[src/rtl/nn_pkg.sv]
// Shared fixed-point word type and FSM state encoding for the serializer/deserializer pair.
package nn_pkg;

    localparam int unsigned QSizeDefault = 16;

    typedef logic [QSizeDefault-1:0] q_word_t;

    typedef enum logic {
        StCollect,
        StFull
    } deser_state_e;

endpackage

[src/rtl/word_counter.sv]
// Wrapping word counter (0..OUTPUT_SIZE-1) with a terminal-count flag for the deserializer.
module word_counter #(
    parameter int unsigned OUTPUT_SIZE = 4,
    parameter int unsigned COUNT_W     = $clog2(OUTPUT_SIZE + 1)
) (
    input  logic               clk,
    input  logic               rst,
    input  logic               inc,
    output logic [COUNT_W-1:0] count,
    output logic               last
);

    logic [COUNT_W-1:0] count_q, count_d;

    assign last  = (count_q == COUNT_W'(OUTPUT_SIZE - 1));
    assign count = count_q;

    always_comb begin
        count_d = count_q;
        if (inc) begin
            count_d = last ? '0 : count_q + COUNT_W'(1);
        end
    end

    always_ff @(posedge clk) begin
        if (rst) begin
            count_q <= '0;
        end else begin
            count_q <= count_d;
        end
    end

endmodule

[src/rtl/deserializer.sv]
// Reassembles a stream of Q_SIZE-bit words into an OUTPUT_SIZE-word frame.
// Define DESERIALIZER_DOUBLE_BUFFER_EN for a separate output register (assembly continues while a frame waits).
module deserializer
    import nn_pkg::*;
#(
    parameter int unsigned OUTPUT_SIZE = 4,
    parameter int unsigned Q_SIZE      = QSizeDefault
) (
    input  logic                                  clk,
    input  logic                                  rst,
    input  logic [Q_SIZE-1:0]                     serial_in,
    input  logic                                  serial_valid,
    output logic                                  serial_ready,
    output logic [OUTPUT_SIZE-1:0][Q_SIZE-1:0]    data_out,
    output logic                                  data_valid,
    input  logic                                  data_ready,
    output logic [$clog2(OUTPUT_SIZE+1)-1:0]      word_count
);

    localparam int unsigned CountW = $clog2(OUTPUT_SIZE + 1);

    logic                               accept;
    logic                               last_word;
    logic [OUTPUT_SIZE-1:0][Q_SIZE-1:0] asm_q, asm_d;

    assign accept = serial_valid && serial_ready;

    word_counter #(
        .OUTPUT_SIZE (OUTPUT_SIZE),
        .COUNT_W     (CountW)
    ) u_word_counter (
        .clk   (clk),
        .rst   (rst),
        .inc   (accept),
        .count (word_count),
        .last  (last_word)
    );

    // New words enter at the top and the frame shifts down, so word 0 ends at index 0.
    always_comb begin
        asm_d = asm_q;
        if (accept) begin
            asm_d = {serial_in, asm_q[OUTPUT_SIZE-1:1]};
        end
    end

    always_ff @(posedge clk) begin
        if (rst) begin
            asm_q <= '0;
        end else begin
            asm_q <= asm_d;
        end
    end

`ifdef DESERIALIZER_DOUBLE_BUFFER_EN

    logic [OUTPUT_SIZE-1:0][Q_SIZE-1:0] out_q;
    logic                               valid_q;

    // Only the completing word of the next frame waits on the pending one.
    assign serial_ready = !(last_word && valid_q && !data_ready);
    assign data_valid   = valid_q;
    assign data_out     = out_q;

    always_ff @(posedge clk) begin
        if (rst) begin
            out_q   <= '0;
            valid_q <= 1'b0;
        end else if (accept && last_word) begin
            out_q   <= asm_d;
            valid_q <= 1'b1;
        end else if (data_ready) begin
            valid_q <= 1'b0;
        end
    end

`else

    deser_state_e state_q, state_d;

    assign serial_ready = (state_q == StCollect);
    assign data_valid   = (state_q == StFull);
    assign data_out     = asm_q;

    always_comb begin
        state_d = state_q;
        unique case (state_q)
            StCollect: if (accept && last_word) state_d = StFull;
            StFull:    if (data_ready) state_d = StCollect;
            default:   state_d = StCollect;
        endcase
    end

    always_ff @(posedge clk) begin
        if (rst) begin
            state_q <= StCollect;
        end else begin
            state_q <= state_d;
        end
    end

`endif

endmodule

[config.mk]
export PLATFORM = sky130hd
export DESIGN_NAME = deserializer
export DESIGN_NICKNAME = d
export VERILOG_FILES = /design/src/rtl/nn_pkg.sv /design/src/rtl/word_counter.sv /design/src/rtl/deserializer.sv
export SDC_FILE = /design/constraint.sdc
export NUM_CORES = 1
export LEC_CHECK = 0
export BUFFER_PORTS_ARGS = -buffer_cell sky130_fd_sc_hd__buf_2
export CAP_MARGIN = 20
export CORE_MARGIN = 2
export CORE_UTILIZATION = 30
export CTS_BUF_LIST = sky130_fd_sc_hd__clkbuf_8 sky130_fd_sc_hd__clkbuf_16
export DETAILED_ROUTE_END_ITERATION = 12
export GPL_TIMING_DRIVEN = 0
export PLACE_DENSITY_LB_ADDON = 0.3
export RECOVER_POWER = 100
export SETUP_SLACK_MARGIN = 0.3
export SLEW_MARGIN = 20
export SYNTH_ARGS = -nofsm -noshare
export SYNTH_HDL_FRONTEND = slang
export SYNTH_SLANG_ARGS = --single-unit
[constraint.sdc]
create_clock -name clk -period 3 [get_ports clk]
set_input_delay 0.45 -clock clk [delete_from_list [all_inputs] [get_ports clk]]
set_output_delay 0.45 -clock clk [all_outputs]
set_load 0.1 [all_outputs]
# [Word-level counts from Yosys, hierarchy flattened]
# Index checks and enable logic that the tools add are counted.
[word_totals] ff_bits=68 in_bits=20 out_inout_bits=69 elab_cells=15
[op_classes] addsub=1 n_eq_ne=1 mux=4 bitwise=1 n_reduce_logical=2
[op_table] op="$add A3 B1 Y3 const B" count=1
[op_table] op="$eq A3 B2 Y1 const B" count=1
[op_table] op="$mux W3" count=1
[op_table] op="$logic_and A1 B1 Y1" count=2
[op_table] op="$mux W1" count=2
[op_table] op="$pmux W1 S2" count=1
[op_table] op="$not A1 Y1" count=1

# [Logic depth before layout (Yosys ltp)]
# Gate-level depths: netlist (run 1).
[logic_depth] depth_word=5 ltp_mapped=5 ltp_nobuf=4

# [Hierarchy]
# From an unflattened synthesis (run 1), not the netlist that was laid out.
[hier_totals] cells_unflattened=245 hier_area_um2=2760.1
[by_module_without_submodules] mod="deserializer" instances=1 cells_per_inst=232 area_each_um2=2632.5
[by_module_without_submodules] mod="word_counter" instances=1 cells_per_inst=13 area_each_um2=127.6

# [Least setup slack after synthesis (run 1)]
# No wires, ideal clock.
[synth_path] path_type="reg2out" from="reg state_q, in the netlist data_valid" to="out serial_ready" arrival_time_ns=1.656 path_slack_ns=0.894 stages_incl_launch_ff=2 cell_sequence="dfxtp_1 -> inv_1"
[synth_between] elab_chain_len=1
[synth_rtl] element="start, declared" line_no="deserializer.sv:79" rtl="deser_state_e state_q, state_d;"
[synth_rtl] element="start signal, assigned" line_no="deserializer.sv:96" rtl="state_q <= StCollect;"
[synth_rtl] element="start signal, assigned" line_no="deserializer.sv:98" rtl="state_q <= state_d;"
[synth_rtl] element="$not A1 Y1"
[synth_rtl] element="end, declared" line_no="deserializer.sv:13" rtl="output logic serial_ready,"
# Every way passes these cells.

# [Worst setup path after layout (run 1)]
[layout_path] from="reg asm_q, in the netlist data_out[42]" to="out data_out[42] (netlist name)"
[layout_lines] element="start, declared" line_no="deserializer.sv:24" rtl="logic [OUTPUT_SIZE-1:0][Q_SIZE-1:0] asm_q, asm_d;"
[layout_lines] element="start signal, assigned" line_no="deserializer.sv:51" rtl="asm_q <= asm_d;"
[layout_lines] element="end, declared" line_no="deserializer.sv:14" rtl="output logic [OUTPUT_SIZE-1:0][Q_SIZE-1:0] data_out,"
# No word-level cell between the ends.

==> flow_summary.yaml, run 1 <==
logic_synthesis:
  synth_nets: 317
  synth.area.top_cells: "dfxtp_1 (55%), nand2_1 (18%), a21oi_1 (9.6%), a21oi_2 (6.7%), nand2_2 (2.5%)"
  synth_area_um2: 2500
  synth.distinct_cells: 20
  yosys_register_bits: 68
  synth_seq_area_share_pct: 54.5
  synth_edf_count: 0
  synth_top_area_share_pct: 54.5
  async_flop_share_pct: 0
  syn_avg_cell_area_um2: 8.44
  synth_top_cells_by_count: "nand2_1 (120), dfxtp_1 (68), a21oi_1 (48)"
  synth.most_common_cell: "nand2_1"
  yosysWarnings: 0
  yosys_most_used_dff: "dfxtp_1"
  yosysTopAreaCell: "dfxtp_1"
  netlist_instances: 296
setup_path:
  end_kind: "output pin"
  r2r_start: "data_valid$_SDFF_PP0_"
  cp_num_buf_inv: 1
  path_delay_family: "buffers and inverters"
  cp-start-kind: "flip-flop"
  worstSetupPathDepth: 1
  setup.worst_path.end: "data_out[42]"
  cp_max_fo: 3
  reg2reg_slack_ns: 1.12
  setup.worst_path.class: "reg2out"
  max_stage_delay_ns: 0.90
  critical-path-slowest-cell: "clkbuf_1"
  arrival_ns: 1.63
  reg2reg_depth: 5
  cp.required_ns: 2.55
  critPathLaunch: "data_out[42]$_SDFFE_PP0P_"
  crit_chain: "clkbuf_1"
  reg2reg_to: "data_out[45]$_SDFFE_PP0P_"
route:
  wire_per_inst_um: 13.4
  drt_pass1_iterations: 5
  wirelength_um: 6770
  vias: 2235
  detail_route.vias_per_cell: 4.43
  drt_first_iter_violations: 57
  drtAntennaViolNets: 0
  drc: 0
sta:
  hold_viol_final: 0
  rsz0062_at_grt: "no"
  worstMarginPinSlew_ns: 1.22
  setup_violations: 0
  final.min_clock_period_ns: 2.08
  finClkSkew_ns: 0.00787
  setup_tns_ns: 0
  worst_slack_ns: 0.917
  maxSlewHeadroom_pct: 19.2
  max_freq_ghz: 0.480
  final_max_slew_viol_count: 0
  fin_hold_ws_ns: 0.346
  fin_crit_sh_pct: 69.4
clock_tree:
  h-tree-depth: 3
  cts_setup_buffers: 0
  cts_tree: "done"
  clk_latency_ns: 0.34
  cts-root-buf: "clkbuf_8"
  cts_buffer_depth: 2
  clkTransAtPathRegs_ns: 0.07
  cts_resized: 0
  hold_buffers: 0
  clock_sinks: 68
  cts_inserted_buffers: 9
floorplan:
  ioPinCount: 89
  die_h_um: 95.2
  rows: 33
  die_w_um: 95.2
  coreArea_um2: 8130
  dieArea_um2: 9070
  initial_core_util_pct: 30.7
cells_and_area:
  diodes: 0
  layout.nets: 416
  drive_gt1_share_pct: 15.3
  final.fill_count: 900
  synthToLayoutAreaGrowth_pct: 23.5
global_routing:
  overflow: 0
  grt_pass1_wl_um: 10900
  grt_pass1_vias: 2093
  antenna_found_initial: 0
  track_usage_pct: 16.1
  grt_start_max_net_pins: 12
run_status:
  status: "finished clean"
job:
  cap_violations: 0
placement:
  routabilityCongestion: 0.728
  hpwl_um: 5000
  portBuffers: 88
  pre_cts_slack_ns: 1.53
pwr:
  powerDensity_nw_per_um2: 655
  peakVddDrop_v: 0.000205
  leakage_nw: 1.09
hold_path:
  holdCritPathClass: "in2reg"
## routing by layer
metal	GRT usage, %	share of wire, %	vias to the layer above
met5	0	0	-
met4	6.16	1.2	0
met3	5.14	6.6	5
met2	24.5	44	60
met1	21.1	48	1011
li1	-	-	1159
## kinds of logic (layout without fill, tap and decap cells)
family	after synthesis	after routing	synth area share, %
buffers and inverters	22	126	5.66
adder cells (fa/ha/maj)	1	1	0.501
flip-flops	68	68	54.5
AND/OR/NAND/NOR	137	137	22.7
AO/OA/AOI/OAI	68	68	16.6
## flip-flops by register name, summed over array words and instances (netlist names)
register	cells
data_out	64
u_word_counter.count	3
data_valid	1
## worst min-delay path by stage
| stage | cells past startpoint | endpoint | start | slack [ns] |
|---|---|---|---|---|
| detailed placement | 2 | data_out[8]$_SDFFE_PP0P_ | data_out[8]$_SDFFE_PP0P_ | 0.44 |
| CTS | 3 | data_out[53]$_SDFFE_PP0P_ | serial_in[5] | 0.33 |
| finish | 3 | data_out[50]$_SDFFE_PP0P_ | serial_in[2] | 0.35 |
| floorplan | 2 | data_out[48]$_SDFFE_PP0P_ | serial_in[0] | 0.59 |
| global route | 3 | data_out[48]$_SDFFE_PP0P_ | serial_in[0] | 0.33 |
| global placement | 2 | data_out[14]$_SDFFE_PP0P_ | data_out[14]$_SDFFE_PP0P_ | 0.44 |
## area by class of cell
class                   count  area (um2)  area share [%]
clock inverters             5        50.0            1.62
plain buffers              21        88.8            2.88
clock buffers              11         151            4.91
multi-input cells         206         943            30.6
repair buffers             88         354            11.5
well taps                 105         131            4.26
flip-flops and latches     68        1360            44.1
inverters                   1        3.75           0.122
## tightest hold or removal path, cell delays in order
cell and delay [ns]:
buf_2 0.09, nand2_1 0.04, a21oi_1 0.05
## stage by stage
stage	util, %	total power, mW	instances	instance area (um2)
3_5_place_dp	37.7	1.30	489	3070
6_report	37.9	2.02	505	3080
4_1_cts	40.2	2.06	505	3270
3_3_place_gp	37.7	1.30	489	3070
2_1_floorplan	-	1.23	296	2500
5_1_grt	37.9	2.10	505	3080
## cells in the final DEF (no fill, tap or decap), types with 2 or more instances in the layout
cell type	instances
nand2_2	10
clkbuf_1	79
nand2_1	120
nand2b_1	2
clkbuf_8	11
buf_2	27
a21oi_1	59
a21oi_2	8
buf_1	3
clkinv_2	4
dfxtp_1	68
## power breakdown
group          total (mW)  internal [mW]  switching (mW)  leakage [nW]
sequential          0.951          0.928          0.0229         0.552
combinational       0.308         0.0433           0.265         0.424
clock               0.762          0.424           0.338         0.109
total                2.02           1.39           0.626          1.09
(Power assumes the default switching activity.)
==> run 2, diff against run 1 <==
ABC_AREA = 1   (was not set)
clock period = 1.95 ns   (was 3 ns; I/O delays follow)
==> run 2 against run 1 <==
Sequential share of layout area fell by 1.2 points. Critical path type is now reg2reg. Synthesized area fell by 2.6%. Clock power rose by 47%. Largest power group unchanged. Synthesized cell count rose by 4.1%. Worst setup slack got worse by 0.57 ns. Cell count rose by 1.8%. Utilization rose by 2.8 points. Critical path depth rose by 4. Non-clock buffer count did not move. Register-to-register slack got worse by 0.77 ns. Flip-flop and latch count did not move. Count of clock-buffer cells in the layout fell by 2.
==> flow_summary.yaml, run 2 <==
run_status:
  status: "finished clean"
logic_synthesis:
  synth_area_um2: 2430
  yosys_register_bits: 68
  synth_nets: 329
  synth_top_area_share_pct: 55.9
  syn_avg_cell_area_um2: 7.90
  synth_seq_area_share_pct: 55.9
  synth_top_cells_by_count: "nor2_1 (131), dfxtp_1 (68), o21ai_0 (52)"
  synth.area.top_cells: "dfxtp_1 (56%), nor2_1 (20%), o21ai_0 (11%), buf_6 (2.8%), o21ai_1 (2.5%)"
  synth_edf_count: 0
  synth.most_common_cell: "nor2_1"
  yosysWarnings: 0
  yosys_most_used_dff: "dfxtp_1"
  synth.distinct_cells: 17
  netlist_instances: 308
  yosysTopAreaCell: "dfxtp_1"
  async_flop_share_pct: 0
hold_path:
  holdPathEnd: "data_valid$_SDFF_PP0_"
  hp-start: "rst"
  holdCritPathClass: "in2reg"
  hold_depth: 2
global_routing:
  met3_usage_pct: 6.02
  track_usage_pct: 15.2
  grt.met1_usage_pct: 19.8
  overflow: 0
  grt_pass1_vias: 2011
  grt_start_max_net_pins: 13
  use_met2_pct: 23.3
  antenna_found_initial: 0
  grt_pass1_wl_um: 10300
  top_usage_layer: "met2"
clock_tree:
  cts_tree: "done"
  clock_sinks: 68
  clkTransAtPathRegs_ns: 0.07
  cts-root-buf: "clkbuf_8"
  cts_buffer_depth: 2
  hold_buffers: 0
  cts_resized: 0
  h-tree-depth: 3
  cts_inserted_buffers: 9
  cts_setup_buffers: 0
  clk_latency_ns: 0.34
setup_path:
  cp.required_ns: 2.22
  cp-start-kind: "flip-flop"
  critPathLaunch: "data_valid$_SDFF_PP0_"
  r2r_start: "data_valid$_SDFF_PP0_"
  cp_num_buf_inv: 2
  max_stage_delay_ns: 0.44
  path_delay_family: "buffers and inverters"
  critical-path-slowest-cell: "clkbuf_1"
  cpMostUsedCell: "nor2_1"
  reg2reg_slack_ns: 0.35
  reg2reg_to: "data_out[23]$_SDFFE_PP0P_"
  crit_chain: "nor2_1, clkbuf_1, buf_4, nor2_1, nor2_1"
  reg2reg_depth: 5
  arrival_ns: 1.87
  cp_max_fo: 10
  end_kind: "flip-flop"
  setup.worst_path.class: "reg2reg"
placement:
  portBuffers: 88
  routabilityCongestion: 0.713
  hpwl_um: 4730
floorplan:
  die_w_um: 94.1
  dieArea_um2: 8850
  die_h_um: 94.1
  initial_core_util_pct: 31.2
  rows: 32
  coreArea_um2: 7810
  ioPinCount: 89
sta:
  fin_hold_ws_ns: 0.128
  setup_tns_ns: 0
  final_max_slew_viol_count: 0
  max_freq_ghz: 0.625
  worstMarginPinSlew_ns: 0.561
  finClkSkew_ns: 0.0110
  hold_viol_final: 0
  setup_violations: 0
  fin_crit_sh_pct: 82.1
  maxSlewHeadroom_pct: 62.8
  final.min_clock_period_ns: 1.60
  rsz0062_at_grt: "no"
route:
  drtAntennaViolNets: 0
  detail_route.vias_per_cell: 4.33
  vias: 2227
  drt_pass1_iterations: 4
  wire_per_inst_um: 12.4
  drt_first_iter_violations: 105
  wirelength_um: 6350
  drc: 0
job:
  cap_violations: 0
cells_and_area:
  diodes: 0
  register_area_um2: 1360
  largest_register_ffs: 64
  drive_gt1_share_pct: 29.6
  layout_common_cells: "nor2_1 (132), clkbuf_2 (69), dfxtp_1 (66)"
  final_util_pct: 40.7
  multi_input_area_um2: 886
  layout.nets: 428
  synthToLayoutAreaGrowth_pct: 30.5
  final.fill_count: 848
  final_common_cell: "nor2_1"
pwr:
  peakVddDrop_v: 0.000470
  leakage_nw: 1.55
  powerDensity_nw_per_um2: 1180
==> run 2: cell types whose count changed after synthesis, moves of 3 or more <==
cell / delta
a21oi_1: -47
inv_1: +6
buf_6: +3
nor2_1: +130
buf_1: -3
o21ai_1: +12
nand2_1: -112
nand2_2: -9
buf_2: -3
o21ai_0: +52
a21oi_2: -19
buf_4: +3
==> run 2: per-layer routing <==
layer | wire (um) | up-vias | share of wire [%]
met5 | 0 | - | 0
met4 | 89 | 0 | 1.4
met3 | 454 | 6 | 7.1
met2 | 2790 | 75 | 44
met1 | 3020 | 972 | 48
li1 | - | 1174 | -
==> run 2: stage by stage <==
| stage | worst slack [ns] | total power, mW | std cells | area (um2) |
|---|---|---|---|---|
| 6_report | 0.350 | 3.75 | 514 | 3180 |
| 5_1_grt | 0.219 | 3.92 | 514 | 3180 |
| 4_1_cts | 0.407 | 3.80 | 514 | 3200 |
| 3_5_place_dp | 0.725 | 2.67 | 498 | 3010 |
| 3_3_place_gp | 0.729 | 2.66 | 498 | 3010 |
| 2_1_floorplan | 0.405 | 2.48 | 308 | 2440 |
==> run 2: kinds of logic after synthesis <==
family,after synthesis,synth area share (%)
and+or+nand+nor,144,22.8
buffers and inverters,30,7.35
adders and majority gates,1,0.514
AOI/OAI and AO/OA,65,13.4
DFF,68,55.9
==> run 2: final cells by class <==
| class | count | share of cell area, % |
|---|---|---|
| clock inverters | 7 | 2.09 |
| multi-input cells | 210 | 27.9 |
| flip-flops and latches | 68 | 42.9 |
| plain buffers | 21 | 4.22 |
| inverters | 9 | 1.06 |
| clock buffers | 9 | 3.90 |
| repair buffers | 88 | 13.9 |
| well taps | 102 | 4.02 |
==> run 2: worst reg2reg max path: cells and delay by family, from the launching register on <==
family	cells	cell delay, ns
buffers and inverters	2	0.70
AND/OR/NAND/NOR	3	0.50
flip-flops	1	0.33
==> run 2: where the power goes <==
| group | switching, mW | total (mW) | internal [mW] |
|---|---|---|---|
| Sequential | 0.0765 | 1.56 | 1.49 |
| Combinational | 0.898 | 1.06 | 0.163 |
| Clock | 0.538 | 1.12 | 0.587 |
| Total | 1.51 | 3.75 | 2.24 |
==> run 2: worst max-delay path by stage <==
stage	end	depth (start not counted)	slack, ns
CTS	data_out[35]	1	0.41
detailed placement	data_out[32]$_SDFFE_PP0P_	6	0.72
floorplan	data_out[0]$_SDFFE_PP0P_	6	0.41
global route	data_out[16]$_SDFFE_PP0P_	5	0.22
global placement	data_out[32]$_SDFFE_PP0P_	6	0.73
finish	data_out[23]$_SDFFE_PP0P_	5	0.35
